===== src/rtl/hazard_fwd_unit_pkg.sv =====
// Shared constants for the operand-forwarding / hazard unit:
// datapath width, register-address width and register count.
package hazard_fwd_unit_pkg;

   localparam int DEF_XLEN = 32;
   localparam int REG_AW   = 5;
   localparam int NUM_REGS = 32;

   // One-hot decode of a register address; x0 never gets a bit.
   function automatic logic [NUM_REGS-1:0] reg_onehot(input logic [REG_AW-1:0] addr);
      logic [NUM_REGS-1:0] mask;
      mask       = '0;
      mask[addr] = 1'b1;
      mask[0]    = 1'b0;
      return mask;
   endfunction

endpackage


===== src/rtl/hazard_fwd_unit_fwd_src_select.sv =====
// Per-operand forwarding mux: priority search over NSRC bypass sources
// (index 0 youngest), then the long-latency writeback bypass, then the
// register file. Reports a raw hazard, not yet qualified by operand use.
module fwd_src_select
   import hazard_fwd_unit_pkg::*;
#(
   parameter int XLEN = DEF_XLEN,
   parameter int NSRC = 3
) (
   input  logic [REG_AW-1:0]      addr,
   input  logic [XLEN-1:0]        rf_data,
   input  logic [NSRC*REG_AW-1:0] src_rdaddr,
   input  logic [NSRC*XLEN-1:0]   src_rddata,
   input  logic [NSRC-1:0]        src_rdwe,
   input  logic [NSRC-1:0]        src_ready,
   input  logic                   long_done,
   input  logic [REG_AW-1:0]      long_rd,
   input  logic [XLEN-1:0]        long_data,
   input  logic                   busy_bit,
   output logic [XLEN-1:0]        data_o,
   output logic                   hazard_o
);

   logic found;

   // Youngest matching source wins; a match that is not ready is a hazard
   // even if an older source or the long writeback could supply the value.
   always_comb begin
      data_o   = rf_data;
      hazard_o = 1'b0;
      found    = 1'b0;
      if (addr != '0) begin
         for (int k = 0; k < NSRC; k++) begin
            if (!found && src_rdwe[k] && (src_rdaddr[k*REG_AW +: REG_AW] == addr)) begin
               found = 1'b1;
               if (src_ready[k]) begin
                  data_o = src_rddata[k*XLEN +: XLEN];
               end else begin
                  hazard_o = 1'b1;
               end
            end
         end
         if (!found) begin
            if (long_done && (long_rd == addr)) begin
               data_o = long_data;
            end else if (busy_bit) begin
               hazard_o = 1'b1;
            end
         end
      end
   end

endmodule


===== src/rtl/hazard_fwd_unit.sv =====
// Operand forwarding, load-use / long-latency hazard detection and the
// MUL/DIV register scoreboard. Sits between decode and execute.
//
// Handshake: decode presents an instruction with id_valid_i; it is consumed
// (issued) in a cycle where id_valid_i=1, stall_o=0 and flush_i=0. While
// stall_o=1 decode must hold the instruction unchanged.
module hazard_fwd_unit
   import hazard_fwd_unit_pkg::*;
#(
   parameter int XLEN     = DEF_XLEN,
   parameter int NSRC     = 3,
   parameter int MAX_LONG = 4
) (
   input  logic                   clk,
   input  logic                   rst_n,
   input  logic                   id_valid_i,
   input  logic [REG_AW-1:0]      rs1_addr_i,
   input  logic [REG_AW-1:0]      rs2_addr_i,
   input  logic                   rs1_used_i,
   input  logic                   rs2_used_i,
   input  logic [XLEN-1:0]        rs1_data_i,
   input  logic [XLEN-1:0]        rs2_data_i,
   input  logic [REG_AW-1:0]      id_rd_i,
   input  logic                   id_rdwe_i,
   input  logic                   id_long_i,
   input  logic                   flush_i,
   input  logic [NSRC*REG_AW-1:0] src_rdaddr_i,
   input  logic [NSRC*XLEN-1:0]   src_rddata_i,
   input  logic [NSRC-1:0]        src_rdwe_i,
   input  logic [NSRC-1:0]        src_ready_i,
   input  logic                   long_done_i,
   input  logic [REG_AW-1:0]      long_rd_i,
   input  logic [XLEN-1:0]        long_data_i,
   output logic [XLEN-1:0]        rs1_data_o,
   output logic [XLEN-1:0]        rs2_data_o,
   output logic                   stall_o,
   output logic [NUM_REGS-1:0]    busy_o,
   output logic [3:0]             long_cnt_o,
   output logic [31:0]            stall_cycles_o
);

   logic [NUM_REGS-1:0] busy;
   logic [3:0]          long_cnt;
   logic [31:0]         stall_cycles;

   logic rs1_hazard, rs2_hazard;
   logic waw_stall, struct_stall;
   logic issue, long_issue, long_retire;
   logic [NUM_REGS-1:0] set_mask, clr_mask;

   fwd_src_select #(.XLEN(XLEN), .NSRC(NSRC)) u_sel_rs1 (
      .addr       (rs1_addr_i),
      .rf_data    (rs1_data_i),
      .src_rdaddr (src_rdaddr_i),
      .src_rddata (src_rddata_i),
      .src_rdwe   (src_rdwe_i),
      .src_ready  (src_ready_i),
      .long_done  (long_done_i),
      .long_rd    (long_rd_i),
      .long_data  (long_data_i),
      .busy_bit   (busy[rs1_addr_i]),
      .data_o     (rs1_data_o),
      .hazard_o   (rs1_hazard)
   );

   fwd_src_select #(.XLEN(XLEN), .NSRC(NSRC)) u_sel_rs2 (
      .addr       (rs2_addr_i),
      .rf_data    (rs2_data_i),
      .src_rdaddr (src_rdaddr_i),
      .src_rddata (src_rddata_i),
      .src_rdwe   (src_rdwe_i),
      .src_ready  (src_ready_i),
      .long_done  (long_done_i),
      .long_rd    (long_rd_i),
      .long_data  (long_data_i),
      .busy_bit   (busy[rs2_addr_i]),
      .data_o     (rs2_data_o),
      .hazard_o   (rs2_hazard)
   );

   // Stall causes, issue qualification and scoreboard set/clear masks.
   always_comb begin
      // A writeback to the same rd in this cycle frees the slot for the new writer.
      waw_stall    = id_rdwe_i && (id_rd_i != '0) && busy[id_rd_i] &&
                     !(long_done_i && (long_rd_i == id_rd_i));
      struct_stall = id_long_i && (long_cnt == 4'(MAX_LONG)) && !long_done_i;
      stall_o      = id_valid_i && ((rs1_used_i && rs1_hazard) ||
                                    (rs2_used_i && rs2_hazard) ||
                                    waw_stall || struct_stall);
      issue        = id_valid_i && !stall_o && !flush_i;
      long_issue   = issue && id_long_i && id_rdwe_i && (id_rd_i != '0);
      // Only a writeback for a tracked register retires a count; stray ones
      // just clear (an already-clear) bit.
      long_retire  = long_done_i && busy[long_rd_i] && (long_cnt != 4'd0);
      set_mask     = long_issue  ? reg_onehot(id_rd_i)   : '0;
      clr_mask     = long_done_i ? reg_onehot(long_rd_i) : '0;
   end

   // Scoreboard bits and outstanding count; set beats clear on one register.
   always_ff @(posedge clk) begin
      if (!rst_n) begin
         busy     <= '0;
         long_cnt <= '0;
      end else begin
         busy <= (busy & ~clr_mask) | set_mask;
         if (long_issue && !long_retire && (long_cnt != 4'hF)) begin
            long_cnt <= long_cnt + 4'd1;
         end else if (!long_issue && long_retire) begin
            long_cnt <= long_cnt - 4'd1;
         end
      end
   end

   // Saturating count of cycles with stall_o asserted.
   always_ff @(posedge clk) begin
      if (!rst_n) begin
         stall_cycles <= '0;
      end else if (stall_o && (stall_cycles != 32'hFFFF_FFFF)) begin
         stall_cycles <= stall_cycles + 32'd1;
      end
   end

   assign busy_o         = {busy[NUM_REGS-1:1], 1'b0};
   assign long_cnt_o     = long_cnt;
   assign stall_cycles_o = stall_cycles;

endmodule


===== config.mk =====
export PLATFORM = sky130hd
export DESIGN_NAME = hazard_fwd_unit
export DESIGN_NICKNAME = d
export VERILOG_FILES = /design/src/rtl/hazard_fwd_unit_pkg.sv /design/src/rtl/hazard_fwd_unit_fwd_src_select.sv /design/src/rtl/hazard_fwd_unit.sv
export SDC_FILE = /design/constraint.sdc
export NUM_CORES = 1
export LEC_CHECK = 0
export CORE_MARGIN = 1.5
export CORE_UTILIZATION = 39
export CTS_BUF_LIST = sky130_fd_sc_hd__clkbuf_16
export DETAILED_ROUTE_END_ITERATION = 16
export GPL_ROUTABILITY_DRIVEN = 0
export GPL_TIMING_DRIVEN = 0
export PLACE_DENSITY = 0.79
export SKIP_LAST_GASP = 1
export SLEW_MARGIN = 0
export SYNTH_ARGS = -nofsm -noshare
export SYNTH_HDL_FRONTEND = slang
export SYNTH_SLANG_ARGS = --single-unit

===== constraint.sdc =====
create_clock -name clk -period 4 [get_ports clk]
set_input_delay 0.8 -clock clk [delete_from_list [all_inputs] [get_ports clk]]
set_output_delay 0.8 -clock clk [all_outputs]
set_load 0.05 [all_outputs]

# Word level (Yosys, flattened, before mapping)
# Cells that the tools add are included.
# word_totals
ff_bits	68
latchBits	0
ram_bits	0
mem_bits_ro	0
inputBits	242
out_inout_bits	133
elab_cells	144
n_memories	0
# op_classes
addsub	3
n_mul	0
div_mod_pow	0
n_lt_le_gt_ge	6
eq_ne	12
shift	0
mux	65
bitwise_logic	3
n_reduce_logical	52
# op_table
op	n
$mux 32	20
$eq 5x5->1	9
$mux 1	37
$logic_and 1x1->1	34
$add 32x1->32 const B	1
$and 32x32->32	1
$ne 32x32->1 const B	1
$not 32->32	1
$or 32x32->32	1
$lt 5x6->1 const B	4
$bmux 1 s5	4
$reduce_bool 5->1	3
$demux 1 s5	2
$ge 5x1->1 const B	2
$logic_not 1->1	10
$mux 4	2
$add 4x1->4 const B	1
$eq 4x3->1 const B	1
$ne 4x4->1 const B	1
$reduce_bool 4->1	1
$sub 4x1->4 const B	1
$logic_or 1x1->1	3
$reduce_bool 2->1	1

# Longest topological paths before layout
# depth
word_depth	32
depth_mapped	16
ltp_nobuf	14

# Modules after synthesis
# From an unflattened synthesis, not the netlist that was laid out.
# unflattened
cells_unflattened	1430
area_unflattened_um2	10812.9
# by_module_without_submodules
mod	instances	cells_per_inst	area_each_um2	seq_area_each_um2
fwd_src_select	2	474	3184.3	0.0
hazard_fwd_unit	1	482	4444.3	1341.3

# Worst setup path after synthesis
# No wires, ideal clock.
# synth_timing
path_type	input-to-output
startpoint	input rs2_addr_i[0]
endpoint	output rs2_data_o[10]
t_arrival_ns	4.120
required_time_ns	3.200
path_slack_ns	-0.920
stages	12
n_path_buf	3
cell_sequence	clkbuf_1 -> buf_2 -> xnor2_1 -> nand2_1 -> nor3_1 -> clkbuf_1 -> mux2i_1 -> nor2_1 -> a21oi_1 -> o21ai_0 -> mux2i_1 -> o21ai_0
# synth_via
elab_chain_len	16
word_cells_on_any_way	27
cone_classes	eq/ne: 4; mux: 14; reduce/logical: 9
# synth_lines
item	line_no	text
from (decl)	hazard_fwd_unit.sv:18	input logic [REG_AW-1:0] rs2_addr_i,
$eq 5x5->1	hazard_fwd_unit_fwd_src_select.sv:34	if (!found && src_rdwe[k] && (src_rdaddr[k*REG_AW +: REG_AW] == addr)) begin
$logic_and 1x1->1	hazard_fwd_unit_fwd_src_select.sv:34	
$mux 1	hazard_fwd_unit_fwd_src_select.sv:34	
$mux 1	hazard_fwd_unit_fwd_src_select.sv:32	if (addr != '0) begin
$logic_not 1->1	hazard_fwd_unit_fwd_src_select.sv:34	
$logic_and 1x1->1 (2 in series)	hazard_fwd_unit_fwd_src_select.sv:34	
$mux 1	hazard_fwd_unit_fwd_src_select.sv:34	
$mux 1	hazard_fwd_unit_fwd_src_select.sv:32	
$logic_not 1->1	hazard_fwd_unit_fwd_src_select.sv:34	
$logic_and 1x1->1 (2 in series)	hazard_fwd_unit_fwd_src_select.sv:34	
$mux 32 / $mux 1 (equally long branches)	hazard_fwd_unit_fwd_src_select.sv:34	
$mux 32 / $mux 1 (equally long branches)	hazard_fwd_unit_fwd_src_select.sv:44, hazard_fwd_unit_fwd_src_select.sv:32	
$mux 32	hazard_fwd_unit_fwd_src_select.sv:43	if (!found) begin
$mux 32 (*)	hazard_fwd_unit_fwd_src_select.sv:32	
to (decl)	hazard_fwd_unit.sv:35	output logic [XLEN-1:0] rs2_data_o,
# Mark *: on every way between the ends. The rest lies on a longest branch, timed or not. The select of a mux whose other input is x is not followed.

# Worst setup path after layout
# layout_timing
startpoint	input rs1_addr_i[3]
endpoint	output rs1_data_o[18]
# layout_via
elab_chain_len	16
word_cells_on_any_way	27
cone_classes	eq/ne: 4; mux: 14; reduce/logical: 9
# layout_lines
item	line_no	text
from (decl)	hazard_fwd_unit.sv:17	input logic [REG_AW-1:0] rs1_addr_i,
$eq 5x5->1	hazard_fwd_unit_fwd_src_select.sv:34	
$logic_and 1x1->1	hazard_fwd_unit_fwd_src_select.sv:34	
$mux 1	hazard_fwd_unit_fwd_src_select.sv:34	
$mux 1	hazard_fwd_unit_fwd_src_select.sv:32	
$logic_not 1->1	hazard_fwd_unit_fwd_src_select.sv:34	
$logic_and 1x1->1 (2 in series)	hazard_fwd_unit_fwd_src_select.sv:34	
$mux 1	hazard_fwd_unit_fwd_src_select.sv:34	
$mux 1	hazard_fwd_unit_fwd_src_select.sv:32	
$logic_not 1->1	hazard_fwd_unit_fwd_src_select.sv:34	
$logic_and 1x1->1 (2 in series)	hazard_fwd_unit_fwd_src_select.sv:34	
$mux 32 / $mux 1 (equally long branches)	hazard_fwd_unit_fwd_src_select.sv:34	
$mux 32 / $mux 1 (equally long branches)	hazard_fwd_unit_fwd_src_select.sv:44, hazard_fwd_unit_fwd_src_select.sv:32	
$mux 32	hazard_fwd_unit_fwd_src_select.sv:43	
$mux 32 (*)	hazard_fwd_unit_fwd_src_select.sv:32	
to (decl)	hazard_fwd_unit.sv:34	output logic [XLEN-1:0] rs1_data_o,
# Marked as above.

==> results.json <==
{
  "antenna_found_initial": 16,
  "portBuffers": 354,
  "finalClockSkew_ps": 7.00,
  "rsz0062_at_grt": "yes",
  "synthArstFlopShare_pct": 0,
  "wl_met3_um": 5330,
  "wl_per_cell_um": 24.1,
  "p_seq_share_pct": 23.5,
  "wl_met1_um": 16000,
  "cts_buffers": 9,
  "max_slew_margin_pct": 34.4,
  "rows": 53,
  "leakagePower_nw": 5.18,
  "clockRootBuffer": "clkbuf_16",
  "vias": 11700,
  "coreArea_mm2": 0.0210,
  "drv_slew": 0,
  "drc_errors": 0,
  "placed_cell_area_mm2": 0.0130,
  "synthTopCellsByArea": "mux2i_1 (19%), dfxtp_1 (16%), o21ai_0 (9.8%), nand2_1 (8.5%), a21oi_1 (6.8%)",
  "synth_compound_area_share_pct": 21.9,
  "drv_cap": 0,
  "syn2layout_area_growth_pct": 74.3,
  "highest_layer": "met5",
  "ir_drop_uv": 245,
  "power_density_mw_per_mm2": 197,
  "yosysSeqAreaShare_pct": 16.0,
  "ys_seq_elements": 67,
  "intPower_w": 0.00189,
  "synthAdderAreaFrac_pct": 0.689,
  "crit_buf_inv": 6,
  "syn_inst": 1177,
  "holdWs_ps": 489,
  "critical_path_required_ps": 3200,
  "cts.sinks": 67,
  "die_h_um": 149,
  "ys.flop_type": "dfxtp_1",
  "netlist_area_mm2": 0.00836,
  "avgSynthCellArea_um2": 7.10,
  "grt_usage_pct": 36.7,
  "clkLatencyLatePin_ps": 340,
  "slowest_stage": "dlygate4sd2_1",
  "timing.final.crit_share_pct": 99.2,
  "yosys.area_share.xor_xnor_pct": 4.82,
  "finalWirelength_um": 44900,
  "cp-start-kind": "input port",
  "grt_pass1_wl_um": 63300,
  "min_path_type": "reg2reg",
  "clkPwrFrac_pct": 33.4,
  "cpPeakStageDelay_ps": 290,
  "crit_family": "buffers and inverters",
  "grt_max_degree": 12,
  "htree_levels": 3,
  "cp.arrival_ps": 3170,
  "dp.cells": 1807,
  "drive_gt1_share_pct": 24.0,
  "synth-warning-count": 0,
  "finalHoldViolCount": 0,
  "grt_overflow_total": 0,
  "drtIter0Drc": 1150,
  "nets": 1817,
  "routed_via_density": 6.26,
  "endpoint_kind": "primary output",
  "instances_no_fill": 1864,
  "dr.pass1.iters": 6,
  "crit_chain": "dlygate4sd2_1 -> buf_6 -> xnor2_1 -> nand4_1 -> buf_4 -> nor2_4 -> nor3b_4 -> clkbuf_8 -> clkbuf_8 -> nor2_1 -> a21oi_1 -> o21ai_2 -> mux2i_4 -> o21ai_4 -> buf_4",
  "fin_setup_tns_ps": 0,
  "cts_tree": "yes",
  "combPwrFrac_pct": 43.1,
  "fmax_mhz": 252,
  "ios": 375,
  "start_util_pct": 39.8,
  "die_w_um": 149,
  "synthMuxAreaShare_pct": 25.0,
  "yosysUniqueCellTypes": 62,
  "worstMarginPinSlew_ps": 976,
  "switchingPower_w": 0.000987,
  "design_area_mm2": 0.0146,
  "status": "finished clean",
  "synthDominantCellAreaShare_pct": 18.6,
  "synth_fp_nets": 1423,
  "ant_nets": 0,
  "finalSetupViolations": 0,
  "clk_pin_slew_ps": 60,
  "dr_wl_met2_um": 21000,
  "hpwl_um": 32500,
  "critPathMaxFanout": 10,
  "critical_path_class": "in2out",
  "synth_top_family_by_area": "simple AND/OR/NAND/NOR gates",
  "synth_top_area_cell": "mux2i_1",
  "synth_simple_gate_area_share_pct": 25.4,
  "grt_pass1_vias": 11100,
  "swShare_pct": 34.3,
  "fin_crit_ps": 3970,
  "cts.path.max_buffers": 2,
  "synth_edf_count": 0,
  "die_area_mm2": 0.0223
}
==> cells in the mapped netlist (6+ instances only) <==
cell / n
o22ai_1: 6
or4_1: 16
mux4_2: 22
buf_1: 10
nand2b_1: 6
inv_1: 7
nor2_1: 77
nor4_1: 13
nand3b_1: 8
mux2i_1: 155
nor3_1: 11
a32o_1: 8
o211ai_1: 8
dfxtp_1: 67
or3_1: 16
a21oi_1: 113
xnor2_1: 17
buf_2: 13
nand2_1: 189
and3_1: 18
or3b_2: 8
nor3b_1: 8
o31ai_1: 16
xor2_1: 29
o21ai_0: 163
nand4_1: 11
clkbuf_1: 83
nand3_1: 17
==> cell usage in the layout (no fill, tap or decap), types with 8 or more instances in the layout <==
| master | count |
|---|---|
| mux4_2 | 22 |
| o21ai_4 | 62 |
| a32o_1 | 8 |
| buf_8 | 10 |
| buf_4 | 44 |
| clkbuf_8 | 9 |
| clkbuf_1 | 36 |
| o21ai_1 | 24 |
| nand4_1 | 11 |
| nand3b_1 | 8 |
| o21ai_2 | 20 |
| nand3_1 | 17 |
| clkdlybuf4s50_1 | 272 |
| nor3_1 | 8 |
| buf_6 | 62 |
| or3_1 | 15 |
| clkbuf_16 | 13 |
| nor4_1 | 11 |
| and3_1 | 13 |
| clkbuf_4 | 11 |
| clkbuf_2 | 14 |
| mux2i_2 | 25 |
| nand2_1 | 187 |
| a21oi_2 | 8 |
| dfxtp_1 | 67 |
| mux2i_4 | 14 |
| diode_2 | 13 |
| or3b_2 | 8 |
| a21oi_1 | 105 |
| nor2_1 | 71 |
| mux2i_1 | 116 |
| o31ai_1 | 16 |
| o21ai_0 | 59 |
| dlygate4sd2_1 | 9 |
| buf_2 | 11 |
| xor2_1 | 29 |
| or4_1 | 16 |
| xnor2_1 | 16 |
| o211ai_1 | 8 |
==> worst register-to-register path, delay by kind of cell, from the launching register on <==
kind                   cells  cell delay [ps]
AND/OR/NAND/NOR            8             1970
buffers and inverters      3              970
flip-flops                 1              460
multiplexers               1              130
==> final timing paths <==
path	from	end	slack, ps	depth (start not counted)
worst max-delay path	rs1_addr_i[3]	rs1_data_o[18]	30	15
worst min-delay path	stall_cycles_o[11]	stall_cycles_o[11]	490	2
worst max register to register	stall_cycles_o[13]	stall_cycles_o[23]	340	12
worst min register to register	stall_cycles_o[11]	stall_cycles_o[11]	490	2
==> power by group through the flow <==
stage / registers (W) / clock network (W) / logic [W]
2_1_floorplan: 0.000699 / 0 / 0.000615
3_3_place_gp: 0.000690 / 0 / 0.00109
3_5_place_dp: 0.000690 / 0 / 0.00110
4_1_cts: 0.000676 / 0.000954 / 0.00114
5_1_grt: 0.000676 / 0.000988 / 0.00129
6_report: 0.000676 / 0.000961 / 0.00124
==> sequential cells by signal, indices dropped and copies added, names as in the netlist <==
signal / flops
stall_cycles_o: 32
long_cnt_o: 4
busy: 31
==> cell families after synthesis <==
family	after synthesis
adders and majority gates	4
DFF	67
buffers and inverters	119
AOI/OAI and AO/OA	332
and+or+nand+nor	427
muxes	181
other	1
xor gates and xnor gates	46
==> per-stage QoR <==
stage / util, % / power (W) / setup slack, ps
floorplan: - / 0.00131 / -122
finish: 69.3 / 0.00288 / 30.5
global placement: 61.7 / 0.00178 / -1660
global route: 69.3 / 0.00295 / -66.7
CTS: 66.0 / 0.00277 / -0.157
detailed placement: 61.8 / 0.00179 / -1690
==> timing repair <==
action	CTS	global route
pin swaps	12	23
hold buffers	0	0
setup endpoints to repair	76	66
cloned	2	4
endpoints found under the hold margin	0	0
buffers inserted	17	10
gates resized for setup	588	192
==> per-layer routing <==
metal  GRT usage, %  up-vias
li1               -     5125
met1           44.2     5466
met2           60.8      886
met3           8.23      180
met4           19.6        6
met5              0        -
==> cell type report <==
type                    instances  area [µm²]
multi-input cells             991        7720
plain buffers                 106         873
clock buffers                   9         225
clock inverters                 7         131
flip-flops and latches         67        1340
diodes                         13        32.5
repair buffers                388        3870
inverters                       8        30.0
fillers                      1651        6450
well taps                     275         344
Power figures use the tool's default switching activity.
